$ cat src/rtl/updown_mod_counter_if.sv
// Control and status bundle for the loadable up/down modulo counter.
// The master drives the controls and the load value; the counter (slave) returns the count and its flags.
interface updown_mod_counter_if #(
  parameter int WIDTH = 4
);
  logic             enable;
  logic             load;
  logic [WIDTH-1:0] data;
  logic             up_down;
  logic             ovf_clr;
  logic [WIDTH-1:0] count;
  logic             tc;
  logic             wrap;
  logic             ovf_sticky;

  modport master (
    output enable, load, data, up_down, ovf_clr,
    input  count, tc, wrap, ovf_sticky
  );

  modport slave (
    input  enable, load, data, up_down, ovf_clr,
    output count, tc, wrap, ovf_sticky
  );
endinterface

$ cat src/rtl/updown_mod_counter.sv
// Parametrised loadable up/down modulo counter with wrap or saturate behaviour at the range ends,
// a combinational terminal-count look-ahead, a registered wrap pulse and a sticky overflow flag.
module updown_mod_counter #(
  parameter int WIDTH    = 4,
  parameter int MODULUS  = 16,
  parameter bit SATURATE = 1'b0
) (
  input  logic                 clk,
  input  logic                 reset,
  updown_mod_counter_if.slave  bus
);

  // Top of the count range; the WIDTH+1 form lets the load clamp compare without overflow.
  localparam logic [WIDTH-1:0] TOP     = WIDTH'(MODULUS - 1);
  localparam logic [WIDTH:0]   TOP_EXT = (WIDTH + 1)'(MODULUS - 1);

  logic [WIDTH-1:0] r_count;
  logic             r_wrap;
  logic             r_ovf_sticky;

  logic [WIDTH-1:0] w_count_nxt;
  logic [WIDTH-1:0] w_load_val;
  logic             w_at_top;
  logic             w_at_zero;
  logic             w_at_end;
  logic             w_event;

  function automatic logic [WIDTH-1:0] clamp_load(input logic [WIDTH-1:0] val);
    if ({1'b0, val} > TOP_EXT) begin
      return TOP;
    end
    return val;
  endfunction

  assign w_at_top   = (r_count == TOP);
  assign w_at_zero  = (r_count == '0);
  assign w_at_end   = bus.up_down ? w_at_top : w_at_zero;
  assign w_event    = bus.enable & ~bus.load & w_at_end;
  assign w_load_val = clamp_load(bus.data);

  // Next-count selection: load beats enable, enable beats hold.
  always_comb begin
    w_count_nxt = r_count;
    if (bus.load) begin
      w_count_nxt = w_load_val;
    end else if (bus.enable) begin
      if (bus.up_down) begin
        if (!w_at_top) begin
          w_count_nxt = r_count + WIDTH'(1);
        end else if (!SATURATE) begin
          w_count_nxt = '0;
        end
      end else begin
        if (!w_at_zero) begin
          w_count_nxt = r_count - WIDTH'(1);
        end else if (!SATURATE) begin
          w_count_nxt = TOP;
        end
      end
    end
  end

  // Register stage: count, wrap pulse and sticky flag all update on the same edge.
  always_ff @(posedge clk or negedge reset) begin
    if (!reset) begin
      r_count      <= '0;
      r_wrap       <= 1'b0;
      r_ovf_sticky <= 1'b0;
    end else begin
      r_count <= w_count_nxt;
      r_wrap  <= w_event;
      if (w_event) begin
        r_ovf_sticky <= 1'b1;
      end else if (bus.ovf_clr) begin
        r_ovf_sticky <= 1'b0;
      end
    end
  end

  assign bus.count      = r_count;
  assign bus.wrap       = r_wrap;
  assign bus.ovf_sticky = r_ovf_sticky;
  assign bus.tc         = w_event;

endmodule

$ cat src/flat_wrapper.sv
// flat-port wrapper written by rule: the top's interface ports become plain ports
module updown_mod_counter_flat 
#(
  parameter int WIDTH    = 4,
  parameter int MODULUS  = 16,
  parameter bit SATURATE = 1'b0
)
  (clk, reset, bus_enable, bus_load, bus_data, bus_up_down, bus_ovf_clr, bus_count, bus_tc, bus_wrap, bus_ovf_sticky);
  updown_mod_counter_if #(.WIDTH(WIDTH)) bus_i ();
  input  logic clk;
  input  logic reset;
  input wire logic [$bits(bus_i.enable)-1:0] bus_enable;
  input wire logic [$bits(bus_i.load)-1:0] bus_load;
  input wire logic [$bits(bus_i.data)-1:0] bus_data;
  input wire logic [$bits(bus_i.up_down)-1:0] bus_up_down;
  input wire logic [$bits(bus_i.ovf_clr)-1:0] bus_ovf_clr;
  output wire logic [$bits(bus_i.count)-1:0] bus_count;
  output wire logic [$bits(bus_i.tc)-1:0] bus_tc;
  output wire logic [$bits(bus_i.wrap)-1:0] bus_wrap;
  output wire logic [$bits(bus_i.ovf_sticky)-1:0] bus_ovf_sticky;
  assign bus_i.enable = bus_enable;
  assign bus_i.load = bus_load;
  assign bus_i.data = bus_data;
  assign bus_i.up_down = bus_up_down;
  assign bus_i.ovf_clr = bus_ovf_clr;
  assign bus_count = bus_i.count;
  assign bus_tc = bus_i.tc;
  assign bus_wrap = bus_i.wrap;
  assign bus_ovf_sticky = bus_i.ovf_sticky;
  updown_mod_counter #(.WIDTH(WIDTH), .MODULUS(MODULUS), .SATURATE(SATURATE)) u_core (.clk(clk), .reset(reset), .bus(bus_i));
endmodule
$ cat config.mk
export PLATFORM = sky130hd
export DESIGN_NAME = updown_mod_counter_flat
export DESIGN_NICKNAME = d
export VERILOG_FILES = /design/src/rtl/updown_mod_counter_if.sv /design/src/rtl/updown_mod_counter.sv /design/src/flat_wrapper.sv
export SDC_FILE = /design/constraint.sdc
export NUM_CORES = 1
export LEC_CHECK = 0
export CORE_AREA = 4 4 41 43
export DETAILED_ROUTE_END_ITERATION = 8
export DIE_AREA = 0 0 45 47
export GPL_ROUTABILITY_DRIVEN = 1
export GPL_TIMING_DRIVEN = 0
export SKIP_CTS_REPAIR_TIMING = 1
export SLEW_MARGIN = 5
export SYNTH_ARGS = -nofsm -noshare
export SYNTH_HDL_FRONTEND = slang
export SYNTH_SLANG_ARGS = --single-unit
export TNS_END_PERCENT = 50
$ cat constraint.sdc
create_clock -name clk -period 4.6 [get_ports clk]
set_clock_uncertainty 0.2 [all_clocks]
set_input_delay 1.38 -clock clk [delete_from_list [all_inputs] [get_ports clk]]
set_output_delay 1.38 -clock clk [all_outputs]
set_load 0.03 [all_outputs]
# After elaboration in Yosys (flattened, before gate mapping)
# Index checks and enable logic that the tools add are counted.
# totals
mem_bits_ro,0
input_bits,10
elab_cells,20
register_bits,6
mem_bits_rw,0
output_inout_bits,7
latchBits,0
n_memories,0
# op_classes
muxes,8
n_addsub,2
reduce_logical,3
bitwise,3
shift,0
magnitude_cmp,0
eq_ne,1
n_div,0
multipliers,0
# ops
cell,n
$mux 4,5
$add 4x1->4 const B,1
$eq 4x4->1 const B,1
$logic_not 4->1,1
$reduce_bool 2->1,2
$sub 4x1->4 const B,1
$mux 1,3
$and 1x1->1,2
$not 1->1,1

# Depth between registers and ports, before layout
# logic_depth
ltp_word,5
mapped_depth,6
mapped_depth_nobuf,6

# Worst setup path before layout
# No wires, ideal clock.
# synth_timing
path_kind,input to output
start,input port bus_up_down
end,output port bus_tc
t_arrival_ns,2.306
slack_ns,0.714
path_stages,4
t_required_ns,3.020
n_path_buf,1
cell_sequence,buf_6 -> or3b_4 -> o21ai_0 -> and2b_1
# synth_between
elab_chain_len,2
# synth_lines
element,line_no,rtl
from (decl),flat_wrapper.sv:15,input wire logic [$bits(bus_i.up_down)-1:0] bus_up_down;
$mux 1,updown_mod_counter.sv:37,assign w_at_end = bus.up_down ? w_at_top : w_at_zero;
$and 1x1->1,updown_mod_counter.sv:38,assign w_event = bus.enable & ~bus.load & w_at_end;
to (decl),flat_wrapper.sv:18,output wire logic [$bits(bus_i.tc)-1:0] bus_tc;
# Every way passes these cells.

# Worst setup path after layout
# layout_timing
start,input port bus_enable
end,output port bus_tc
# layout_between
elab_chain_len,2
# layout_lines
element,line_no,rtl
from (decl),flat_wrapper.sv:12,input wire logic [$bits(bus_i.enable)-1:0] bus_enable;
$and 1x1->1 (2 in series),updown_mod_counter.sv:38,
# Every way passes these cells.

==> results_tabular.tex <==
\begin{tabular}{lr}
\hline
Metric & Value \\
\hline
\multicolumn{2}{l}{\textbf{Synth}} \\
Share of the synthesized netlist area taken by xor and xnor gates & 0.0417 \\
Post-synthesis instance total & 47 \\
Share of synthesized area occupied by flip-flops and latches & 0.357 \\
Count leader, synth & sky130\_fd\_sc\_hd\_\_dfrtp\_1 \\
Synth warn & 0 \\
Area of the mapped netlist & $\sim$420 um\^{}2 \\
Adder and majority cell fraction of the synthesized area & 0.0595 \\
Mean Syn Cell Area & 8.94 um\^{}2 \\
Largest area contributor in the netlist & sky130\_fd\_sc\_hd\_\_dfrtp\_1 \\
List of most frequent post-synthesis cells & sky130\_fd\_sc\_hd\_\_dfrtp\_1 (6), sky130\_fd\_sc\_hd\_\_inv\_1 (5), sky130\_fd\_sc\_hd\_\_o21ai\_0 (5) \\
Post-synthesis compound-gate area fraction & 0.259 \\
Proportion of synthesized flip-flops having asynchronous set or reset & 1.00 \\
Most instantiated flip-flop cell in the synthesis netlist & sky130\_fd\_sc\_hd\_\_dfrtp\_1 \\
Syn\_nets & between 50 and 60 \\
Cell types with the largest area share after synthesis & sky130\_fd\_sc\_hd\_\_dfrtp\_1 (36\%), sky130\_fd\_sc\_hd\_\_ha\_1 (6.0\%), sky130\_fd\_sc\_hd\_\_o21ai\_0 (6.0\%) \\
Number of synthesized flops with an enable pin & 0 \\
Combinational family with the most area after synthesis & compound AO/OA/AOI/OAI gates \\
Share of cell area taken by muxes after synthesis & 0.0268 \\
Netlist cell types & 24 \\
FF+latch count, synth & 6 \\
Area share of the leading cell type in the synthesized netlist & 0.357 \\
Fraction of the mapped netlist area in simple logic gates & 0.176 \\
\multicolumn{2}{l}{\textbf{Worst setup path}} \\
Largest stage delay on the critical path & slightly below 0.7 ns \\
Worst endpoint data arrival time & slightly below 3 ns \\
Data required time of the worst path & roughly 3.0 ns \\
Most repeated library cell on the critical path & sky130\_fd\_sc\_hd\_\_clkdlybuf4s50\_1 \\
Worst setup EP type & output port \\
Category of the critical setup timing path & in2out \\
Category of the worst setup path launch point & input pin \\
Cells along the critical path & clkdlybuf4s50\_1 > nand2b\_1 > and2b\_1 > clkdlybuf4s50\_1 \\
Slowest CP cell & sky130\_fd\_sc\_hd\_\_clkdlybuf4s50\_1 \\
Highest fanout seen on the critical path & 4 \\
Worst path bufs/invs & 2 \\
Top cell family by delay on the critical path & buffers and inverters \\
\multicolumn{2}{l}{\textbf{STA}} \\
Period Utilization, post-route & 0.973 \\
Setup Total Neg Slack & 0 ns \\
Slew at the pin closest to its max-slew limit & about 0.33 ns \\
Number of max-slew violations in the final report & 0 \\
Post-layout min period & around 4.5 ns \\
Total count of hold-check failures in the final report & 0 \\
Worst Hold Slack & $\sim$0.28 ns \\
Worst relative slew slack & 0.777 \\
Maximum clock frequency & between 0.2 and 0.25 GHz \\
RSZ-0062 raised after global routing & false \\
Count of endpoints failing setup in the final report & 0 \\
\multicolumn{2}{l}{\textbf{Pwr}} \\
VDD IR max & about 0.00015 V \\
Static power due to leakage & between 0.2 and 0.3 nW \\
Switching part of the total power & 0.333 \\
P per Cell Area & a little under 300 nW/um\^{}2 \\
Internal Dissipation & between 0.1 and 0.15 mW \\
Clock power frac & 0.262 \\
Combinational power share & 0.361 \\
Total chip power & approximately 0.18 mW \\
Register share of total power & 0.377 \\
Switching pwr & 0.0593 mW \\
\multicolumn{2}{l}{\textbf{Clock network}} \\
Clock Pin Slew Worst Setup and Hold Paths & about 0.040 ns \\
Total clock sinks & 6 \\
Longest Clk Path Bufs & 2 \\
Clock root cell & sky130\_fd\_sc\_hd\_\_clkbuf\_4 \\
Num CTS Buffers & 3 \\
Max H-tree Level & 1 \\
Clock latency at the later pin of the worst-skew pair & $\sim$0.24 ns \\
CTS tree & built \\
\multicolumn{2}{l}{\textbf{GRT}} \\
Routing usage on met1 & 0.123 \\
Number of antenna violations at the first check in global routing & 0 \\
Global-route wire length before repair & 1540 um \\
Global route total overflow & 0 \\
Met3 global-route usage & 0.0498 \\
Met2 global-route usage & 0.155 \\
Maximum number of pins on one net before global-route repair & 10 \\
Via count of the first global-routing pass & 349 \\
Layer carrying the most global-route usage & met2 \\
Global routing usage summed across all routing layers & 0.104 \\
\multicolumn{2}{l}{\textbf{Floorplanning}} \\
Initial core utilization & 0.323 \\
Horizontal die dimension & 45 um \\
Area of the core & between 1000 and 1500 um\^{}2 \\
Standard-cell rows & 13 \\
Die height & around 47 um \\
Die footprint & about 2100 um\^{}2 \\
Number of primary I/O pins & 17 \\
\multicolumn{2}{l}{\textbf{Cells and area}} \\
Fin nets & between 70 and 80 \\
FF+latch area & approximately 150 um\^{}2 \\
Number of fill cells & approximately 140 \\
Share of final-layout standard cells stronger than drive strength 1 & 0.141 \\
Ant. Diodes & 0 \\
Combined area of the multi-input logic cells & between 200 and 250 um\^{}2 \\
P\&R area growth vs syn & 43.2\% \\
\multicolumn{2}{l}{\textbf{Route}} \\
Starting DRC count in detailed routing & 4 \\
Residual DRC & 0 \\
Mean routed wirelength per cell & about 12 um \\
Number of antenna-violating nets in the routed design & 0 \\
Total via count in the routed design & 386 \\
Number of detailed-route iterations in the first pass & 4 \\
Wire length reported by the detailed router & 929 um \\
Via density per instance & about 4.9 \\
\multicolumn{2}{l}{\textbf{Placement}} \\
Estimated wirelength of the detail-placed design & 743 um \\
Count of input and output buffers & 14 \\
RePlAce Congestion & roughly 0.73 \\
\multicolumn{2}{l}{\textbf{Flow run}} \\
Maxcap violations & 0 \\
\multicolumn{2}{l}{\textbf{Outcome}} \\
Outcome & finished clean \\
\multicolumn{2}{l}{\textbf{Min path}} \\
Type of the worst min-delay path & reg2reg \\
\hline
\end{tabular}
[worst register-to-register path, cell delays in order (launching register included)]
cell and delay, ns:
sky130_fd_sc_hd__dfrtp_1 0.46, sky130_fd_sc_hd__inv_1 0.13, sky130_fd_sc_hd__ha_1 0.19, sky130_fd_sc_hd__or3b_4 0.39, sky130_fd_sc_hd__a221oi_2 0.26, sky130_fd_sc_hd__a21oi_1 0.08, sky130_fd_sc_hd__o21ai_2 0.12
[placed cells by master (no fill, tap or decap), types with 2 or more instances in the layout]
master / n
sky130_fd_sc_hd__a21oi_1: 4
sky130_fd_sc_hd__inv_1: 5
sky130_fd_sc_hd__nand2_1: 4
sky130_fd_sc_hd__nor2_1: 2
sky130_fd_sc_hd__o21ai_0: 5
sky130_fd_sc_hd__clkdlybuf4s50_1: 14
sky130_fd_sc_hd__ha_1: 2
sky130_fd_sc_hd__nand4_1: 2
sky130_fd_sc_hd__clkbuf_4: 3
sky130_fd_sc_hd__nand2b_1: 2
sky130_fd_sc_hd__dfrtp_1: 6
[per-layer routing]
metal	share of wire	vias to the layer above	routed length, um
met1	0.46	173	423
met3	0.064	0	59
li1	-	202	-
met5	0	-	0
met2	0.48	11	446
met4	0	0	0
[through the flow]
stage          utilization  instance area (um^2)  setup WS (ns)  instances
2_1_floorplan            -                   420          0.714         47
3_3_place_gp         0.445                   579          0.109         76
3_5_place_dp         0.445                   579          0.108         76
4_1_cts              0.463                   602          0.109         79
5_1_grt              0.463                   602         0.0465         79
6_report             0.463                   602          0.126         79
[registers in the layout (all words and copies together), names as in the netlist]
register               count
u_core.bus.wrap            1
u_core.bus.count           4
u_core.bus.ovf_sticky      1
[cells by family after synthesis]
kind of cell | count (synthesis)
xor+xnor | 2
fa+ha+maj | 2
flops | 6
compound gates | 16
mux | 1
buf+inv | 7
simple gates | 13
[power groups by stage]
| stage | Combinational (mW) | Clock (mW) | Sequential, mW |
|---|---|---|---|
| 4_1_cts | 0.0645 | 0.0486 | 0.0673 |
| 3_3_place_gp | 0.0642 | 0 | 0.0680 |
| 5_1_grt | 0.0701 | 0.0538 | 0.0690 |
| 2_1_floorplan | 0.0310 | 0 | 0.0760 |
| 6_report | 0.0643 | 0.0467 | 0.0672 |
| 3_5_place_dp | 0.0641 | 0 | 0.0681 |
[path summary, 6_finish.rpt]
path | start | end | slack [ns] | cells past startpoint
setup reg to reg | u_core.bus.count[0]$_DFFE_PN0P_ | u_core.bus.count[0]$_DFFE_PN0P_ | 2.69 | 6
max in group asynchronous | reset | u_core.bus.count[1]$_DFFE_PN0P_ | 2.81 | 1
min in group asynchronous | reset | u_core.bus.ovf_sticky$_DFFE_PN0P_ | 1.18 | 1
hold / removal | u_core.bus.ovf_sticky$_DFFE_PN0P_ | u_core.bus.ovf_sticky$_DFFE_PN0P_ | 0.28 | 1
hold reg to reg | u_core.bus.ovf_sticky$_DFFE_PN0P_ | u_core.bus.ovf_sticky$_DFFE_PN0P_ | 0.28 | 1
setup / recovery | bus_enable | bus_tc | 0.13 | 4
[layout make-up]
| class | instances | area share |
|---|---|---|
| buffer | 2 | 0.0249 |
| clock buffer | 3 | 0.0374 |
| sequential | 6 | 0.249 |
| inverter | 5 | 0.0312 |
| timing repair buffer | 14 | 0.233 |
| multi-input combinational | 34 | 0.393 |
| tap | 15 | 0.0312 |
No activity file was read; power rests on OpenSTA's default activity.
